--- src/rtl/apb_usrt_pkg.sv ---
// Shared types and defaults for the APB initiator that drives the USRT slave port.
// FSM state encoding plus default address width and watchdog limit.
package apb_usrt_pkg;

    typedef enum logic [1:0] {
        IDLE   = 2'd0,
        SETUP  = 2'd1,
        ACCESS = 2'd2,
        RESP   = 2'd3
    } apb_state_e;

    localparam int APB_ADDR_W_DEF  = 32;
    localparam int APB_TIMEOUT_DEF = 255;

endpackage : apb_usrt_pkg

--- src/rtl/apb_watchdog.sv ---
// ACCESS-phase watchdog: counts stalled cycles and flags the cycle on which the
// limit is reached. Only instantiated when APB_USRT_MASTER_TIMEOUT_EN is defined.
module apb_watchdog #(
    parameter int TIMEOUT_CYCLES = 255
) (
    input  logic clk_i,
    input  logic rst_i,
    input  logic clear_i,
    input  logic enable_i,
    output logic expired_o
);

    localparam int CNT_W = $clog2(TIMEOUT_CYCLES + 1);
    localparam logic [CNT_W-1:0] LAST_CNT = CNT_W'(TIMEOUT_CYCLES - 1);

    logic [CNT_W-1:0] cnt_q;

    // Expiry fires on the stalled cycle that would bring the count up to the limit.
    assign expired_o = enable_i && (cnt_q == LAST_CNT);

    always_ff @(posedge clk_i) begin
        if (rst_i || clear_i) begin
            cnt_q <= '0;
        end else if (enable_i && !expired_o) begin
            cnt_q <= cnt_q + CNT_W'(1);
        end
    end

endmodule : apb_watchdog

--- src/rtl/apb_usrt_master.sv ---
// Single-outstanding APB initiator with valid/ready command and response ports.
// Optional ACCESS watchdog enabled by defining APB_USRT_MASTER_TIMEOUT_EN.
module apb_usrt_master
    import apb_usrt_pkg::*;
#(
    parameter int ADDR_W         = APB_ADDR_W_DEF,
    parameter int TIMEOUT_CYCLES = APB_TIMEOUT_DEF
) (
    input  logic              pClk,
    input  logic              pReset,
    // Handshakes: a transfer happens on a rising edge where valid and ready are
    // both high; valid and its payload must hold until then, ready may change freely.
    input  logic              cmd_valid,
    output logic              cmd_ready,
    input  logic              cmd_write,
    input  logic [ADDR_W-1:0] cmd_addr,
    input  logic [7:0]        cmd_wdata,
    output logic              rsp_valid,
    input  logic              rsp_ready,
    output logic [7:0]        rsp_rdata,
    output logic              rsp_err,
    output logic              pSelect,
    output logic              pEnable,
    output logic              pWrite,
    output logic [ADDR_W-1:0] pAddress,
    output logic [7:0]        pWData,
    input  logic [7:0]        pRData,
    input  logic              pReady,
    input  logic              pSlvErr,
    output apb_state_e        dbg_state
);

    apb_state_e        state_q;
    logic              cmd_ready_q;
    logic              rsp_valid_q;
    logic [7:0]        rsp_rdata_q;
    logic              rsp_err_q;
    logic              psel_q;
    logic              penable_q;
    logic              pwrite_q;
    logic [ADDR_W-1:0] paddr_q;
    logic [7:0]        pwdata_q;
    logic              wd_expired;

`ifdef APB_USRT_MASTER_TIMEOUT_EN
    apb_watchdog #(
        .TIMEOUT_CYCLES (TIMEOUT_CYCLES)
    ) u_watchdog (
        .clk_i     (pClk),
        .rst_i     (pReset),
        .clear_i   (state_q == SETUP),
        .enable_i  ((state_q == ACCESS) && !pReady),
        .expired_o (wd_expired)
    );
`else
    logic unused_timeout;
    assign unused_timeout = |TIMEOUT_CYCLES;
    assign wd_expired     = 1'b0;
`endif

    always_ff @(posedge pClk) begin
        if (pReset) begin
            state_q     <= IDLE;
            cmd_ready_q <= 1'b1;
            rsp_valid_q <= 1'b0;
            rsp_rdata_q <= '0;
            rsp_err_q   <= 1'b0;
            psel_q      <= 1'b0;
            penable_q   <= 1'b0;
            pwrite_q    <= 1'b0;
            paddr_q     <= '0;
            pwdata_q    <= '0;
        end else begin
            case (state_q)
                IDLE: begin
                    if (cmd_valid) begin
                        cmd_ready_q <= 1'b0;
                        psel_q      <= 1'b1;
                        pwrite_q    <= cmd_write;
                        paddr_q     <= cmd_addr;
                        pwdata_q    <= cmd_write ? cmd_wdata : 8'h00;
                        state_q     <= SETUP;
                    end
                end
                SETUP: begin
                    penable_q <= 1'b1;
                    state_q   <= ACCESS;
                end
                ACCESS: begin
                    // A completing pReady outranks a watchdog expiry on the same cycle.
                    if (pReady) begin
                        psel_q      <= 1'b0;
                        penable_q   <= 1'b0;
                        rsp_valid_q <= 1'b1;
                        rsp_rdata_q <= pwrite_q ? 8'h00 : pRData;
                        rsp_err_q   <= pSlvErr;
                        state_q     <= RESP;
                    end else if (wd_expired) begin
                        psel_q      <= 1'b0;
                        penable_q   <= 1'b0;
                        rsp_valid_q <= 1'b1;
                        rsp_rdata_q <= 8'h00;
                        rsp_err_q   <= 1'b1;
                        state_q     <= RESP;
                    end
                end
                RESP: begin
                    if (rsp_ready) begin
                        rsp_valid_q <= 1'b0;
                        rsp_rdata_q <= 8'h00;
                        rsp_err_q   <= 1'b0;
                        cmd_ready_q <= 1'b1;
                        state_q     <= IDLE;
                    end
                end
                default: begin
                    state_q <= IDLE;
                end
            endcase
        end
    end

    assign cmd_ready = cmd_ready_q;
    assign rsp_valid = rsp_valid_q;
    assign rsp_rdata = rsp_rdata_q;
    assign rsp_err   = rsp_err_q;
    assign pSelect   = psel_q;
    assign pEnable   = penable_q;
    assign pWrite    = pwrite_q;
    assign pAddress  = paddr_q;
    assign pWData    = pwdata_q;
    assign dbg_state = state_q;

endmodule : apb_usrt_master

--- config.mk ---
export PLATFORM = sky130hd
export DESIGN_NAME = apb_usrt_master
export DESIGN_NICKNAME = d
export VERILOG_FILES = /design/src/rtl/apb_usrt_pkg.sv /design/src/rtl/apb_watchdog.sv /design/src/rtl/apb_usrt_master.sv
export SDC_FILE = /design/constraint.sdc
export NUM_CORES = 1
export LEC_CHECK = 0
export CELL_PAD_IN_SITES_DETAIL_PLACEMENT = 1
export CELL_PAD_IN_SITES_GLOBAL_PLACEMENT = 1
export CORE_UTILIZATION = 27
export CTS_CLUSTER_DIAMETER = 150
export DETAILED_ROUTE_END_ITERATION = 7
export PLACE_DENSITY_LB_ADDON = 0.1
export SLEW_MARGIN = 40
export SYNTH_ARGS = -nofsm -noshare
export SYNTH_HDL_FRONTEND = slang
export SYNTH_SLANG_ARGS = --single-unit
--- constraint.sdc ---
create_clock -name pClk -period 2.5 [get_ports pClk]
set_clock_uncertainty 0.2 [all_clocks]
set_input_delay 0.625 -clock pClk [delete_from_list [all_inputs] [get_ports pClk]]
set_output_delay 0.625 -clock pClk [all_outputs]
set_load 0.005 [all_outputs]
==> summary.md <==
| Metric | Value |
|---|---|
| Outcome | completed |
| Synth cell types | 29 |
| CTS Buf Count | 5 |
| Most frequent cell after synthesis | nand2_1 |
| HP Class | reg -> reg |
| Post-CTS Setup Inserts | 0 |
| Root Driver | clkbuf_8 |
| Crit-path leading delay family | buffers and inverters |
| Number of max-cap violations | 0 |
| Starting density of the core | between 20 and 30% |
| F_max | 469 MHz |
| Starting DRC count in detailed routing | 48 |
| Crit end category | primary output |
| Peak VDD IR | around 0.34 mV |
| Final Setup Violations | 0 |
| Number of synthesized flops with an enable pin | 0 |
| First-pass GRT wire length | 10500 um |
| Crit Path Max Fanout | 3 |
| Gr ovfl total | 0 |
| WL/cell | ~14 um |
| Top cells by area, synth | dfxtp_1 52%, nand2_1 14%, a21oi_1 11% |
| Area grow syn2layout | 63.5% |
| Reg clk slew, reported paths | 0.10 ns |
| Kind of critical path | reg -> out |
| CTS Buffer Depth | 2 |
| Die width | 91.0 um |
| Hold Slack | 0.257 ns |
| Yosys warnings | 0 |
| Slew HR | 69.1% |
| Setup TNS | 0 ns |
| Ys async rst share | 0% |
| Detailed placement HPWL | 4350 um |
| Worst path cell trace | clkdlybuf4s50_1 |
| Max incr delay on CP | 0.56 ns |
| Fill count | 913 |
| RSZ-0062 raised after global routing | false |
| Post-Syn Nets | 314 |
| Register area | 1120 um2 |
| Seq cells post-synth | 56 |
| Clock Sinks | 56 |
| Total die area | 8280 um2 |
| I/O pin total | 111 |
| Fraction of layout cells with a size suffix above 1 | 4.74% |
| CP required | 1.67 ns |
| Synth area leader | dfxtp_1 |
| # rows | 32 |
| Post-layout util | 45.5% |
| Total number of vias | 2104 |
| Sequential area share after synthesis | 52.4% |
| Leak pwr | 0.00128 uW |
| Final Cycle Share | 85.3% |
| DRT Pass-1 Iters | 4 |
| Antenna violations before repair | 0 |
| DRT Wirelength | 6290 um |
| Hold Fails Final Rpt | 0 |
| IO Port Bufs | 110 |
| Final net count | about 420 |
| CP arrival | 1.31 ns |
| Total GRT Usage | 15.6% |
| Pin count of the biggest net entering global routing | 42 |
| Multi-input logic area | 935 um2 |
| Synth top cells by count | 77 x nand2_1, 56 x dfxtp_1, 47 x a21oi_1, 10 x clkbuf_1, 9 x nand3_1 |
| RePlAce Congestion | roughly 0.73 |
| Post-route DRC | 0 |
| Worst Path Buf+Inv | 1 |
| Hold Buf Count CTS | 0 |
| Slew Viols, Final | 0 |
| Startpoint Class | register |
| # diodes | 0 |
| Antenna viol nets, final | 0 |
| Post-layout min period | 2.13 ns |
| CTS tree | yes |
| Synth Cell Area | 2140 um2 |
| Most used DFF post-synth | dfxtp_1 |
| Power per cell area | around 820 nW/um2 |
| Worst slew pin tran | 0.460 ns |
| Clk_lat worst skew | 0.30 ns |
| CP max-delay cell | clkdlybuf4s50_1 |
| Post-CTS resize count | 0 |
| Synth Instances | 253 |
| Syn_area_per_cell | 8.45 um2 |
| Vias in the first global route | 2063 |
| Core area | approximately 7700 um2 |
| Die height | a little over 90 um |
| H-tree depth | 2 |
| Post-synth top area share | between 50% and 60% |
| DR vias/cell | 4.56 |
sequential cells by signal (all words and copies together) (netlist names), 2 cells and up:
name       flops
rsp_rdata      8
dbg_state      2
pWData         8
pAddress      32
power breakdown:
group	leakage [uW]	switching, uW	internal [uW]	total (uW)
sequential	0.000458	88.5	1030	1120
clock	0.0000784	301	501	801
combinational	0.000739	447	511	958
area by class of cell:
class	instances	share of cell area [%]
Tap cell	102	3.65
Multi-Input combinational cell	177	26.7
Clock inverter	3	2.58
Timing Repair Buffer	114	32.6
Sequential cell	56	32.1
Inverter	4	0.429
Clock buffer	5	1.97
final timing paths:
path                            cells after the start  slack [ns]           end    startpoint
worst max-delay path                                1        0.37        pWrite        pWrite
worst max register to register                      5        0.48  rsp_rdata[0]  dbg_state[0]
worst min register to register                      2        0.26   pAddress[4]   pAddress[4]
worst min-delay path                                2        0.26   pAddress[4]   pAddress[4]
tightest hold or removal path: stages, from the launching register on:
cell,delay (ns)
dfxtp_1,0.32
nand2_1,0.05
a21oi_1,0.05
layer usage:
layer,wire (um),global-route usage (%)
met1,2760,18.9
met5,0,0
met2,2990,26.4
met3,478,5.28
met4,62,4.10
kinds of logic (layout without fill, tap and decap cells):
group / count (synthesis) / in the layout / share of synthesized area, %
muxes: 1 / 1 / 0.527
buffers and inverters: 20 / 126 / 3.86
and+or+nand+nor: 103 / 103 / 21.5
adders and majority gates: 6 / 6 / 3.51
DFF: 56 / 56 / 52.4
AOI/OAI and AO/OA: 67 / 67 / 18.2
per-stage QoR:
step,instances,power [uW],instance area (um2),setup slack [ns]
final,461,2880,3500,0.367
after global routing,461,3090,3500,0.310
after CTS,461,2940,3500,0.344
after detailed placement,453,2120,3340,0.163
after global placement,453,2100,3340,0.189
after floorplan,253,1600,2140,0.664
cells in the final DEF, fill, tap and decap left out, drive strengths merged, types with 2 or more instances in the layout:
cell type      count
a21oi             47
a22o               8
buf                5
bufinv             3
clkbuf             5
clkdlybuf4s50    109
dfxtp             56
ha                 6
inv                4
nand2             77
nand2b             2
nand3              9
nor2               4
nor2b              5
o21ai              4
(Power assumes the default switching activity.)
